[config.mk]
export PLATFORM = sky130hd
export DESIGN_NAME = cc_cond_unit
export DESIGN_NICKNAME = d
export VERILOG_FILES = /design/src/rtl/y86_pkg.sv /design/src/rtl/cc_cond_unit_cond_eval.sv /design/src/rtl/cc_cond_unit.sv
export SDC_FILE = /design/constraint.sdc
export NUM_CORES = 1
export LEC_CHECK = 0
export CAP_MARGIN = 20
export CORE_MARGIN = 5
export CORE_UTILIZATION = 16
export CTS_BUF_LIST = sky130_fd_sc_hd__clkbuf_8 sky130_fd_sc_hd__clkbuf_16
export DETAILED_ROUTE_END_ITERATION = 6
export GPL_TIMING_DRIVEN = 0
export PLACE_DENSITY = 0.74
export SLEW_MARGIN = 20
export SYNTH_ARGS = -nofsm -noshare
export SYNTH_HDL_FRONTEND = slang
export SYNTH_SLANG_ARGS = --single-unit
[constraint.sdc]
create_clock -name clk -period 1.2 [get_ports clk]
set_input_delay 0.24 -clock clk [delete_from_list [all_inputs] [get_ports clk]]
set_output_delay 0.24 -clock clk [all_outputs]
set_load 0.03 [all_outputs]
[src/rtl/y86_pkg.sv]
// y86_pkg: shared Y86 icode, condition and ALU control constants
package y86_pkg;
  localparam logic [3:0] I_RRMOVQ = 4'd2;
  localparam logic [3:0] I_OPQ    = 4'd6;
  localparam logic [3:0] I_JXX    = 4'd7;
  localparam logic [3:0] C_YES = 4'd0;
  localparam logic [3:0] C_LE  = 4'd1;
  localparam logic [3:0] C_L   = 4'd2;
  localparam logic [3:0] C_E   = 4'd3;
  localparam logic [3:0] C_NE  = 4'd4;
  localparam logic [3:0] C_GE  = 4'd5;
  localparam logic [3:0] C_G   = 4'd6;
  localparam logic [1:0] ALU_ADD = 2'b00;
  localparam logic [1:0] ALU_SUB = 2'b01;
  localparam logic [1:0] ALU_AND = 2'b10;
  localparam logic [1:0] ALU_XOR = 2'b11;
endpackage

[src/rtl/cc_cond_unit_cond_eval.sv]
// cond_eval: combinational Y86 condition evaluation against ZF/SF/OF
// ports: ifun (condition selector), zf/sf/of (current CC) -> cnd_raw, ifun_bad (ifun > 6)
module cond_eval
  import y86_pkg::*;
(
  input  logic [3:0] ifun,
  input  logic       zf,
  input  logic       sf,
  input  logic       of,
  output logic       cnd_raw,
  output logic       ifun_bad
);
  logic lt;
  always_comb begin
    lt = sf ^ of;
    cnd_raw = (ifun == C_YES) ? 1'b1 :
              (ifun == C_LE)  ? (lt | zf) :
              (ifun == C_L)   ? lt :
              (ifun == C_E)   ? zf :
              (ifun == C_NE)  ? ~zf :
              (ifun == C_GE)  ? ~lt :
              (ifun == C_G)   ? (~lt & ~zf) : 1'b0;
    ifun_bad = ifun > C_G;
  end
endmodule

[src/rtl/cc_cond_unit.sv]
// cc_cond_unit: Y86 condition-code register and jXX/cmovXX condition evaluation
// ports: clk, reset (sync, active-high), valid_in, icode, ifun, alu_out, alu_ovf, cc_inhibit
//        -> zf/sf/of (registered CC), cnd (combinational from registered CC), bad_cond (sticky)
// optional: define CC_PERF_EN to add saturating cc_upd_cnt / cnd_taken_cnt counters
module cc_cond_unit
  import y86_pkg::*;
#(
  parameter int WIDTH = 64,
  parameter int CNT_W = 32
) (
  input  logic             clk,
  input  logic             reset,
  input  logic             valid_in,
  input  logic [3:0]       icode,
  input  logic [3:0]       ifun,
  input  logic [WIDTH-1:0] alu_out,
  input  logic             alu_ovf,
  input  logic             cc_inhibit,
  output logic             zf,
  output logic             sf,
  output logic             of,
  output logic             cnd,
  output logic             bad_cond
`ifdef CC_PERF_EN
  ,
  output logic [CNT_W-1:0] cc_upd_cnt,
  output logic [CNT_W-1:0] cnd_taken_cnt
`endif
);
  logic set_cc, is_cond, cnd_raw, ifun_bad;
  cond_eval u_eval (
    .ifun     (ifun),
    .zf       (zf),
    .sf       (sf),
    .of       (of),
    .cnd_raw  (cnd_raw),
    .ifun_bad (ifun_bad)
  );
  always_comb begin
    set_cc  = valid_in & (icode == I_OPQ) & ~cc_inhibit & ~reset;
    is_cond = valid_in & ((icode == I_RRMOVQ) | (icode == I_JXX));
    cnd     = is_cond & cnd_raw;
  end
  // alu_out is only sampled under set_cc, so X on an idle bus cannot reach the CC
  always_ff @(posedge clk) begin
    if (reset) begin
      zf <= 1'b1;
      sf <= 1'b0;
      of <= 1'b0;
      bad_cond <= 1'b0;
    end else begin
      if (set_cc) begin
        zf <= alu_out == '0;
        sf <= alu_out[WIDTH-1];
        of <= alu_ovf;
      end
      if (is_cond & ifun_bad) bad_cond <= 1'b1;
    end
  end
`ifdef CC_PERF_EN
  always_ff @(posedge clk) begin
    if (reset) begin
      cc_upd_cnt <= '0;
      cnd_taken_cnt <= '0;
    end else begin
      if (set_cc && !(&cc_upd_cnt)) cc_upd_cnt <= cc_upd_cnt + 1'b1;
      if (cnd && !(&cnd_taken_cnt)) cnd_taken_cnt <= cnd_taken_cnt + 1'b1;
    end
  end
`endif
endmodule

==> key figures, run 1 <==
Layout
  • Synthesis-to-layout area growth: 222%
  • Ant. Diodes: 0
  • Final-stage net count: 215
  • Share of layout cells above drive strength 1: 57.7%
  • Reg area: 86.3 um^2
  • Finished Core Util: 52.7%
  • Filler instances: 237
  • Area used by multi-input combinational logic: 450 um^2

CTS
  • Clock sinks: 4
  • Clk buf depth: 2
  • Clock transition at path regs: 0.03 ns
  • Worst skew pair latency: 0.21 ns
  • Hold_buf cts: 0
  • Clock buffer count from CTS: 3
  • H-tree depth: 1
  • CTS tree: done
  • Clk root buf: clkbuf_8

Die
  • I/O Pins: 82
  • Chip Width: 59.6 um
  • Die H: 59.6 um
  • Die area: 0.00356 mm^2
  • # rows: 18
  • Core ar.: 0.00241 mm^2
  • Initial Util: 16.4%

Run status
  • Status: complete, but fails checks
  • Failing checks: negative setup slack

Hold path
  • Worst hold start: alu_out[63]
  • Worst Hold Class: in2reg
  • WHS Endpoint: sf
  • Worst Hold Depth: 3

Yosys
  • Yosys reg bits: 4
  • Synth Instances: 50
  • Post-synth design cell area: 394 um^2
  • Top cells by area, synth: dfxtp_1 (20%), nor4_1 (19%), nor4_2 (13%)
  • Seq/Total Area, Yosys: 20.3%
  • Largest area contributor in the netlist: dfxtp_1
  • Post-synth net total: 127
  • Post-Syn Area per Cell: 7.88 um^2
  • Share of the synthesized area in the top cell type: 20.3%
  • Post-synth cell types: 21
  • Synth warnings: 0

Critical path
  • Setup CP Type: reg2out
  • CP Data Arrival Time: 1.36 ns
  • CP endpoint kind: primary output
  • R2r endpoint: of
  • CP Max Fanout: 2
  • RR Startpoint: of
  • Critical Path Start Type: flop
  • Worst EP required: 0.96 ns
  • R2R depth: 3
  • Flop2flop setup slack: 0.43 ns

Routing
  • TritonRoute pass-1 iters: 4
  • WL/cell: 15.6 um
  • Drt drc: 0
  • Post-DRT Antenna Nets: 0
  • Via count: 798
  • Iter 0 DRT Violations: 19
  • Vias/cell: 4.78
  • Final WL: 2610 um

GRT
  • Congestion Overflow GR: 0
  • Initial antenna violation count: 0
  • First-pass GRT wire length: 3670 um
  • Vias in the first global route: 888
  • GR Util met3: 4.79%
  • Largest net degree at the start of global routing: 8
  • GR Layer Usage met1: 14.9%
  • Met2 Track Usage GR: 25.3%
  • Busiest grt layer: met2
  • GRT Total Usage: 13.6%

Timing
  • Fin. Hold Viols: 0
  • Clock skew: 0 ns
  • F_max: 623 MHz
  • Final cycle utilization of the critical path: 134%
  • Final setup fails: 2
  • Unrepaired setup endpoints after global routing: true
  • Max-slew violations: 0
  • Max_slew headroom: 79.0%
  • Setup WS post-layout: -0.405 ns
  • Fin Setup TNS: -0.483 ns
  • Post-layout min period: 1.60 ns
  • Tightest Pin Transition: 0.313 ns
  • WHS: 0.327 ns

Pwr
  • Total power: 692 uW
  • Leakage: 0.577 nW
  • Power per Cell Area: 545 mW/mm^2
  • VDD IR max: 0.000305 V

Place
  • RePlAce Congestion: 0.742
  • Dpl ws: -1.07 ns
  • # port buffers: 81
  • Hpwl dp: 2130 um

Job
  • Max-cap violations: 0
==> how the worst max path moves through the flow <==
stage	startpoint	to	slack, ns
after floorplan	sf	cnd	-0.14
after global placement	ifun[0]	cnd	-1.03
after detailed placement	ifun[0]	cnd	-1.07
after CTS	of	cnd	-0.44
after global routing	of	cnd	-0.45
final	of	cnd	-0.40
==> flip-flops by register name (all words and copies together), names as in the netlist <==
name	count
zf	1
bad_cond	1
sf	1
of	1
==> metrics by stage <==
step / area, um^2 / instances
final: 1270 / 167
after CTS: 1280 / 167
after floorplan: 412 / 50
after global placement: 1260 / 161
after global routing: 1270 / 167
after detailed placement: 1260 / 161
==> worst max-delay path, cell delays in order (launching register included) <==
cell     delay [ns]
dfxtp_2        0.32
xor2_2         0.18
a21oi_1        0.13
nor2_1         0.07
o311a_4        0.31
buf_6          0.14
==> final cells by class <==
type,count,area share [%]
Timing Repair Buffer,83,51.2
Multi-Input combinational cell,46,35.5
Sequential cell,4,6.80
Clock buffer,3,3.25
Tap cell,30,2.96
Clock inverter,1,0.296
==> logic make-up after synthesis <==
group            Yosys count  synth area share (%)
multiplexers               2                  5.08
flip-flops                 4                  20.3
AO/OA/AOI/OAI              7                  11.1
AND/OR/NAND/NOR           35                  59.0
XOR/XNOR                   2                  4.45
==> metal layers <==
metal | part of all wire (%) | wire [um]
met2 | 53 | 1390
met5 | 0 | 0
met4 | 0.69 | 18
met3 | 11 | 290
met1 | 35 | 915
==> cells in the final DEF (no fill, tap or decap), types with 4 or more instances in the layout <==
cell type / Yosys / final
dlygate4sd2_1: 0 / 8
buf_2: 0 / 30
nand4_1: 4 / 4
nor4_4: 0 / 4
nor2_1: 6 / 6
buf_6: 0 / 11
nor4_2: 4 / 11
clkbuf_2: 0 / 8
clkdlybuf4s15_1: 0 / 16
dlymetal6s2s_1: 0 / 4
==> timing repair <==
action                     4_1_cts  5_1_grt
setup buffers                    2        0
gates resized for setup        215       33
setup endpoints to repair        8        6
pin swaps                       28       13
==> Yosys cell counts <==
library cell / number
nor4_1: 12
nor2_1: 6
dfxtp_1: 4
nand4_1: 4
nor4_2: 4
a21oi_1: 3
mux2i_1: 2
nor3_1: 2
a31o_2: 1
and4b_1: 1
nand2_1: 1
nand2b_1: 1
nand4b_1: 1
nor2b_1: 1
nor3b_1: 1
o21ai_0: 1
o21ai_1: 1
o311a_1: 1
or4_1: 1
xnor2_1: 1
xor2_1: 1
==> power breakdown <==
part           total, mW  leakage (nW)  switching [mW]  internal (mW)
Combinational      0.269         0.517           0.100          0.169
Sequential         0.136        0.0332         0.00193          0.134
Clock              0.287        0.0269          0.0687          0.218
(Power assumes the default switching activity.)
==> run 2: changes to the inputs <==
Settings changed: CAP_MARGIN 20 to 0.
==> results of run 2 <==
Final layout, timing and power as in run 1 (identical DEF).
==> run 3: changes to the inputs <==
Settings changed: GPL_ROUTABILITY_DRIVEN set to 0.
==> results of run 3 <==
Final layout, timing and power as in run 1 (identical DEF).
